--- src/rtl/jcnt_if.sv ---
// jcnt_if: command/status bundle between a sequencer master and jcnt_seq_ctrl (commands in, counter pattern/phase/status out)
interface jcnt_if #(
  parameter int WIDTH = 4,
  parameter int CNT_W = 8,
  parameter int PH_W  = $clog2(2 * WIDTH)
);
  logic             start, dir, pause, abort, load, busy, done, err;
  logic [CNT_W-1:0] steps;
  logic [WIDTH-1:0] load_val, q;
  logic [PH_W-1:0]  phase;
  modport master (output start, steps, dir, pause, abort, load, load_val, input q, phase, busy, done, err);
  modport slave  (input start, steps, dir, pause, abort, load, load_val, output q, phase, busy, done, err);
endinterface

--- src/rtl/jcnt_seq_ctrl.sv ---
// jcnt_seq_ctrl: Johnson-counter step sequencer; clk, rst (sync active-low), bus: start/steps/dir/pause/abort/load/load_val in, q/phase/busy/done/err out
module jcnt_seq_ctrl #(
  parameter int WIDTH = 4,
  parameter int CNT_W = 8,
  parameter int PH_W  = $clog2(2 * WIDTH)
) (
  input logic   clk,
  input logic   rst,
  jcnt_if.slave bus
);
  typedef enum logic [1:0] {IDLE, RUN, PAUSE} state_t;
  state_t           state, state_d;
  logic [WIDTH-1:0] q, q_d;
  logic [PH_W-1:0]  phase;
  logic [CNT_W-1:0] rem, rem_d;
  logic             dir_q, dir_d, err, err_d, done, done_d;
  function automatic logic legal(input logic [WIDTH-1:0] v);
    logic [WIDTH-2:0] t;
    t = v[WIDTH-2:0] ^ v[WIDTH-1:1];
    return (t & (t - 1'b1)) == '0;
  endfunction
  function automatic logic [PH_W-1:0] ph(input logic [WIDTH-1:0] v);
    logic [PH_W:0] c;
    c = '0;
    for (int i = 0; i < WIDTH; i++) c += {{PH_W{1'b0}}, v[i]};
    return v[WIDTH-1] ? PH_W'(2 * WIDTH - 32'(c)) : PH_W'(c);
  endfunction
  function automatic logic [WIDTH-1:0] step(input logic [WIDTH-1:0] v, input logic rev);
    return rev ? {~v[0], v[WIDTH-1:1]} : {v[WIDTH-2:0], ~v[WIDTH-1]};
  endfunction
  always_comb begin
    state_d = state;
    q_d     = q;
    rem_d   = rem;
    dir_d   = dir_q;
    err_d   = err;
    done_d  = 1'b0;
    unique case (state)
      IDLE:
        if (bus.load) begin
          q_d   = legal(bus.load_val) ? bus.load_val : q;
          err_d = !legal(bus.load_val);
        end else if (bus.start) begin
          if (bus.steps != '0) begin
            rem_d   = bus.steps;
            dir_d   = bus.dir;
            err_d   = 1'b0;
            state_d = RUN;
          end else done_d = 1'b1;
        end
      RUN:
        if (bus.abort) state_d = IDLE;
        else if (bus.pause) state_d = PAUSE;
        else begin
          q_d   = step(q, dir_q);
          rem_d = rem - 1'b1;
          if (rem == CNT_W'(1)) begin
            state_d = IDLE;
            done_d  = 1'b1;
          end
        end
      PAUSE: state_d = bus.abort ? IDLE : bus.pause ? PAUSE : RUN;
      default: state_d = IDLE;
    endcase
  end
  always_ff @(posedge clk)
    if (!rst) begin
      state <= IDLE;
      q     <= '0;
      phase <= '0;
      rem   <= '0;
      dir_q <= 1'b0;
      err   <= 1'b0;
      done  <= 1'b0;
    end else begin
      state <= state_d;
      q     <= q_d;
      phase <= ph(q_d);
      rem   <= rem_d;
      dir_q <= dir_d;
      err   <= err_d;
      done  <= done_d;
    end
  assign bus.q     = q;
  assign bus.phase = phase;
  assign bus.busy  = state != IDLE;
  assign bus.done  = done;
  assign bus.err   = err;
endmodule

--- src/flat_wrapper.sv ---
// flat-port wrapper written by rule: the top's interface ports become plain ports
module jcnt_seq_ctrl_flat 
#(
  parameter int WIDTH = 4,
  parameter int CNT_W = 8,
  parameter int PH_W  = $clog2(2 * WIDTH)
)
  (clk, rst, bus_start, bus_steps, bus_dir, bus_pause, bus_abort, bus_load, bus_load_val, bus_q, bus_phase, bus_busy, bus_done, bus_err);
  jcnt_if #(.WIDTH(WIDTH), .CNT_W(CNT_W), .PH_W(PH_W)) bus_i ();
  input logic clk;
  input logic rst;
  input wire logic [$bits(bus_i.start)-1:0] bus_start;
  input wire logic [$bits(bus_i.steps)-1:0] bus_steps;
  input wire logic [$bits(bus_i.dir)-1:0] bus_dir;
  input wire logic [$bits(bus_i.pause)-1:0] bus_pause;
  input wire logic [$bits(bus_i.abort)-1:0] bus_abort;
  input wire logic [$bits(bus_i.load)-1:0] bus_load;
  input wire logic [$bits(bus_i.load_val)-1:0] bus_load_val;
  output wire logic [$bits(bus_i.q)-1:0] bus_q;
  output wire logic [$bits(bus_i.phase)-1:0] bus_phase;
  output wire logic [$bits(bus_i.busy)-1:0] bus_busy;
  output wire logic [$bits(bus_i.done)-1:0] bus_done;
  output wire logic [$bits(bus_i.err)-1:0] bus_err;
  assign bus_i.start = bus_start;
  assign bus_i.steps = bus_steps;
  assign bus_i.dir = bus_dir;
  assign bus_i.pause = bus_pause;
  assign bus_i.abort = bus_abort;
  assign bus_i.load = bus_load;
  assign bus_i.load_val = bus_load_val;
  assign bus_q = bus_i.q;
  assign bus_phase = bus_i.phase;
  assign bus_busy = bus_i.busy;
  assign bus_done = bus_i.done;
  assign bus_err = bus_i.err;
  jcnt_seq_ctrl #(.WIDTH(WIDTH), .CNT_W(CNT_W), .PH_W(PH_W)) u_core (.clk(clk), .rst(rst), .bus(bus_i));
endmodule
--- config.mk ---
export PLATFORM = sky130hd
export DESIGN_NAME = jcnt_seq_ctrl_flat
export DESIGN_NICKNAME = d
export VERILOG_FILES = /design/src/rtl/jcnt_if.sv /design/src/rtl/jcnt_seq_ctrl.sv /design/src/flat_wrapper.sv
export SDC_FILE = /design/constraint.sdc
export NUM_CORES = 1
export LEC_CHECK = 0
export ABC_AREA = 1
export CAP_MARGIN = 40
export CORE_MARGIN = 2
export CORE_UTILIZATION = 40
export CTS_CLUSTER_SIZE = 30
export DETAILED_ROUTE_END_ITERATION = 10
export PLACE_DENSITY = 0.69
export SLEW_MARGIN = 20
export SYNTH_ARGS = -nofsm -noshare
export SYNTH_HDL_FRONTEND = slang
export SYNTH_SLANG_ARGS = --single-unit
--- constraint.sdc ---
create_clock -name clk -period 6.4 [get_ports clk]
set_input_delay 0.64 -clock clk [delete_from_list [all_inputs] [get_ports clk]]
set_output_delay 0.64 -clock clk [all_outputs]
set_load 0.05 [all_outputs]
==> metrics.txt <==
htree depth 1; Crit path max-delay family adder cells; Clk Latency, worst-skew pair around 0.3 ns; syn avg cell area 6.50 um^2; Hold Violations, Final 0; Cell variety after synth 29; GRT Residual Overflow 0; Final Cycle Share 0.461; met3 GRT Util 0.0512; crit path DAT between 3 and 4 ns; number of detailed-route iterations in the first pass 4; Synth Cell Area roughly 1300 um^2; RR Startpoint u_core.state[0]$_SDFFE_PN0P_; die area about 3700 um^2; Reg2Reg Depth 13; CTS clk-pin slew, worst paths about 0.11 ns; CORE AREA about 3000 um^2; antenna fix cells 0; Final Setup Violations 0; total negative slack 0 ns; met1 usage 0.214; met2 Usage GRT 0.298; CTS root buf clkbuf_4; HP Class flip-flop to flip-flop; Pleak slightly above 0.7 nW; # resized after CTS 0; Sink Count 20; number of global-route vias before repair about 1200; via count roughly 1300; Worst-Margin Slew between 0.5 and 0.6 ns; Synthesis Warnings 0; Filler cells around 350; CP max stage cell clkdlybuf4s50_1; first-pass GRT wire length between 5000 and 6000 um; synth top area cells dfxtp_1 31%, inv_1 10%, nand2_1 9.0%; CP most frequent cell nand2_1; Final HPWL DP ~2300 um; FMAX 0.339 GHz; initial antenna violation count 0; nets 251; post-synthesis compound-gate area fraction 0.206; starting density of the core 0.424; WL final ~3000 um; post-synthesis xor/xnor area fraction 0.0203; Crit. path cell count 15; maximum VDD drop around 120 uV; Synth area leader dfxtp_1; RSZ-0062 raised after global routing false; CP endpoint u_core.bus.phase[1]$_SDFF_PN0_; FF-to-FF End u_core.bus.phase[1]$_SDFF_PN0_; Clock Skews ~0.0028 ns; largest family of logic cells by synthesized area simple AND/OR/NAND/NOR gates; post-synthesis cell count around 200; maxcap violations 0; Die Y a little over 60 um; layout cells sized above 1 0.0708; result of the run completed; Yosys reg bits 20; gr busiest metal met2; Cell Chain, Critical Path clkdlybuf4s50_1, inv_1, nand2_1, nand3b_1, nand3_2, a21oi_1, o21ai_0, nand2_1, inv_1, ha_1, fa_1, xor2_1, xor2_1, nand2_1, a21oi_1; max-slew violation count 0; GRT Util Overall 0.180; max_slew headroom 0.640; Crit Path Class input pin to flip-flop; Synth top area share 0.309; DRT iter0 DRCs 50; port buffer count 28; fin cells 270; simple-gate share of the synthesized area 0.300; buffer count from post-CTS setup fixing 0; Worst setup SP type input pin; vias per cell 4.90; mux contribution to synthesized area 0; drt drc 0; CP startpoint bus_load_val[0]; Rows 20; CP Data Required Time about 6.6 ns; CP bufs+invs 3; crit path max fanout 7; Synth Area in Adders 0.0445; Placed Cells 267; pin count of the biggest net entering global routing 17; TritonCTS clock tree built; CP peak stage delay ~0.45 ns; crit end category flip-flop; sequential fraction of the synthesis area 0.309; hold buffers post-CTS 0; Min Clock Period, post-route around 3.0 ns; Max Root-Sink Buffers 2; wire per inst roughly 11 um; Pwr Density 235 nW/um^2; routability congestion estimate between 0.8 and 0.9; Area Overhead vs Synth 25.8%; Syn Nets ~220; CTS buffer count 3; Routed Antenna Nets 0; die width between 60 and 70 um; PnR worst setup slack 3.45 ns; IO Pins 29; post-placement setup slack approximately 3.1 ns; r2r setup slk about 3.8 ns
[Yosys cell counts (all sizes together)]
cell type / instances
inv: 35
nand2: 35
nor2: 27
a21oi: 24
dfxtp: 20
o21ai: 20
nand3: 12
nor3: 4
ha: 3
nand4: 3
xor2: 3
buf: 2
clkbuf: 2
o22ai: 2
a2111oi: 1
a211oi: 1
a22oi: 1
a31oi: 1
fa: 1
nand3b: 1
nor4: 1
[how the worst min path moves through the flow]
stage / start / endpoint / slack (ns) / cells after the start
after floorplan: u_core.rem[7]$_SDFFE_PN0P_ / u_core.rem[7]$_SDFFE_PN0P_ / 0.44 / 2
after global placement: u_core.rem[7]$_SDFFE_PN0P_ / u_core.rem[7]$_SDFFE_PN0P_ / 0.46 / 2
after detailed placement: u_core.rem[7]$_SDFFE_PN0P_ / u_core.rem[7]$_SDFFE_PN0P_ / 0.46 / 2
after CTS: u_core.rem[7]$_SDFFE_PN0P_ / u_core.rem[7]$_SDFFE_PN0P_ / 0.48 / 2
after global routing: u_core.rem[7]$_SDFFE_PN0P_ / u_core.rem[7]$_SDFFE_PN0P_ / 0.50 / 2
final: u_core.rem[7]$_SDFFE_PN0P_ / u_core.rem[7]$_SDFFE_PN0P_ / 0.48 / 2
[report_power, final]
group          internal (W)  switching, W   total, W
registers          0.000140     0.0000109   0.000151
clock network     0.0000220     0.0000393  0.0000613
logic             0.0000645      0.000107   0.000171
total              0.000226      0.000157   0.000383
[placed cells by master (no fill, tap or decap), drive strengths merged]
cell | synthesis | routed
fa | 1 | 1
a2111oi | 1 | 1
a211oi | 1 | 1
nor4 | 1 | 1
a31oi | 1 | 1
nand3 | 12 | 12
nand2 | 35 | 35
nand4 | 3 | 3
nor3 | 4 | 4
nor2 | 27 | 27
a21oi | 24 | 24
nand3b | 1 | 1
ha | 3 | 3
clkbuf | 2 | 3
a22oi | 1 | 1
xor2 | 3 | 3
clkdlybuf4s50 | 0 | 28
dfxtp | 20 | 20
o22ai | 2 | 2
inv | 35 | 35
o21ai | 20 | 20
[area by class of cell]
class	instances	area (um^2)	share of cell area
clock buffers	3	22.5	0.0138
inverters	35	131	0.0807
multi-input cells	140	738	0.453
flip-flops and latches	20	400	0.246
well taps	44	55.1	0.0338
repair buffers	28	280	0.172
[routing by layer]
layer | vias to the layer above | part of all wire
met2 | 30 | 0.46
li1 | 705 | -
met1 | 582 | 0.47
met3 | 5 | 0.054
met5 | - | 0
met4 | 0 | 0.011
[metrics by stage]
stage / area, um^2 / util / hold WS [ns] / power (W)
3_5_place_dp: 1610 / 0.526 / 0.462 / 0.000324
3_3_place_gp: 1610 / 0.526 / 0.455 / 0.000323
2_1_floorplan: 1290 / - / 0.443 / 0.000274
6_report: 1630 / 0.533 / 0.482 / 0.000383
5_1_grt: 1630 / 0.533 / 0.500 / 0.000410
4_1_cts: 1630 / 0.533 / 0.479 / 0.000387
[worst register-to-register path: cells and delay by family (launching register included)]
kind	cells	cell delay, ns
fa+ha+maj	2	0.69
xor+xnor	2	0.42
compound gates	2	0.20
buf+inv	3	0.26
flops	1	0.38
simple gates	4	0.62
[kinds of logic (layout without fill, tap and decap cells)]
family                     count (synthesis)  after routing
and+or+nand+nor                           83             83
buffers and inverters                     39             66
xor gates and xnor gates                   3              3
DFF                                       20             20
AOI/OAI and AO/OA                         50             50
adders and majority gates                  4              4
[flip-flops by register name, summed over array words and instances, names as in the netlist]
name	count
u_core.bus.phase	3
u_core.rem	8
u_core.bus.q	4
u_core.bus.err	1
u_core.bus.done	1
u_core.state	2
u_core.dir_q	1
Note: power is estimated with default switching activity, not from simulation.
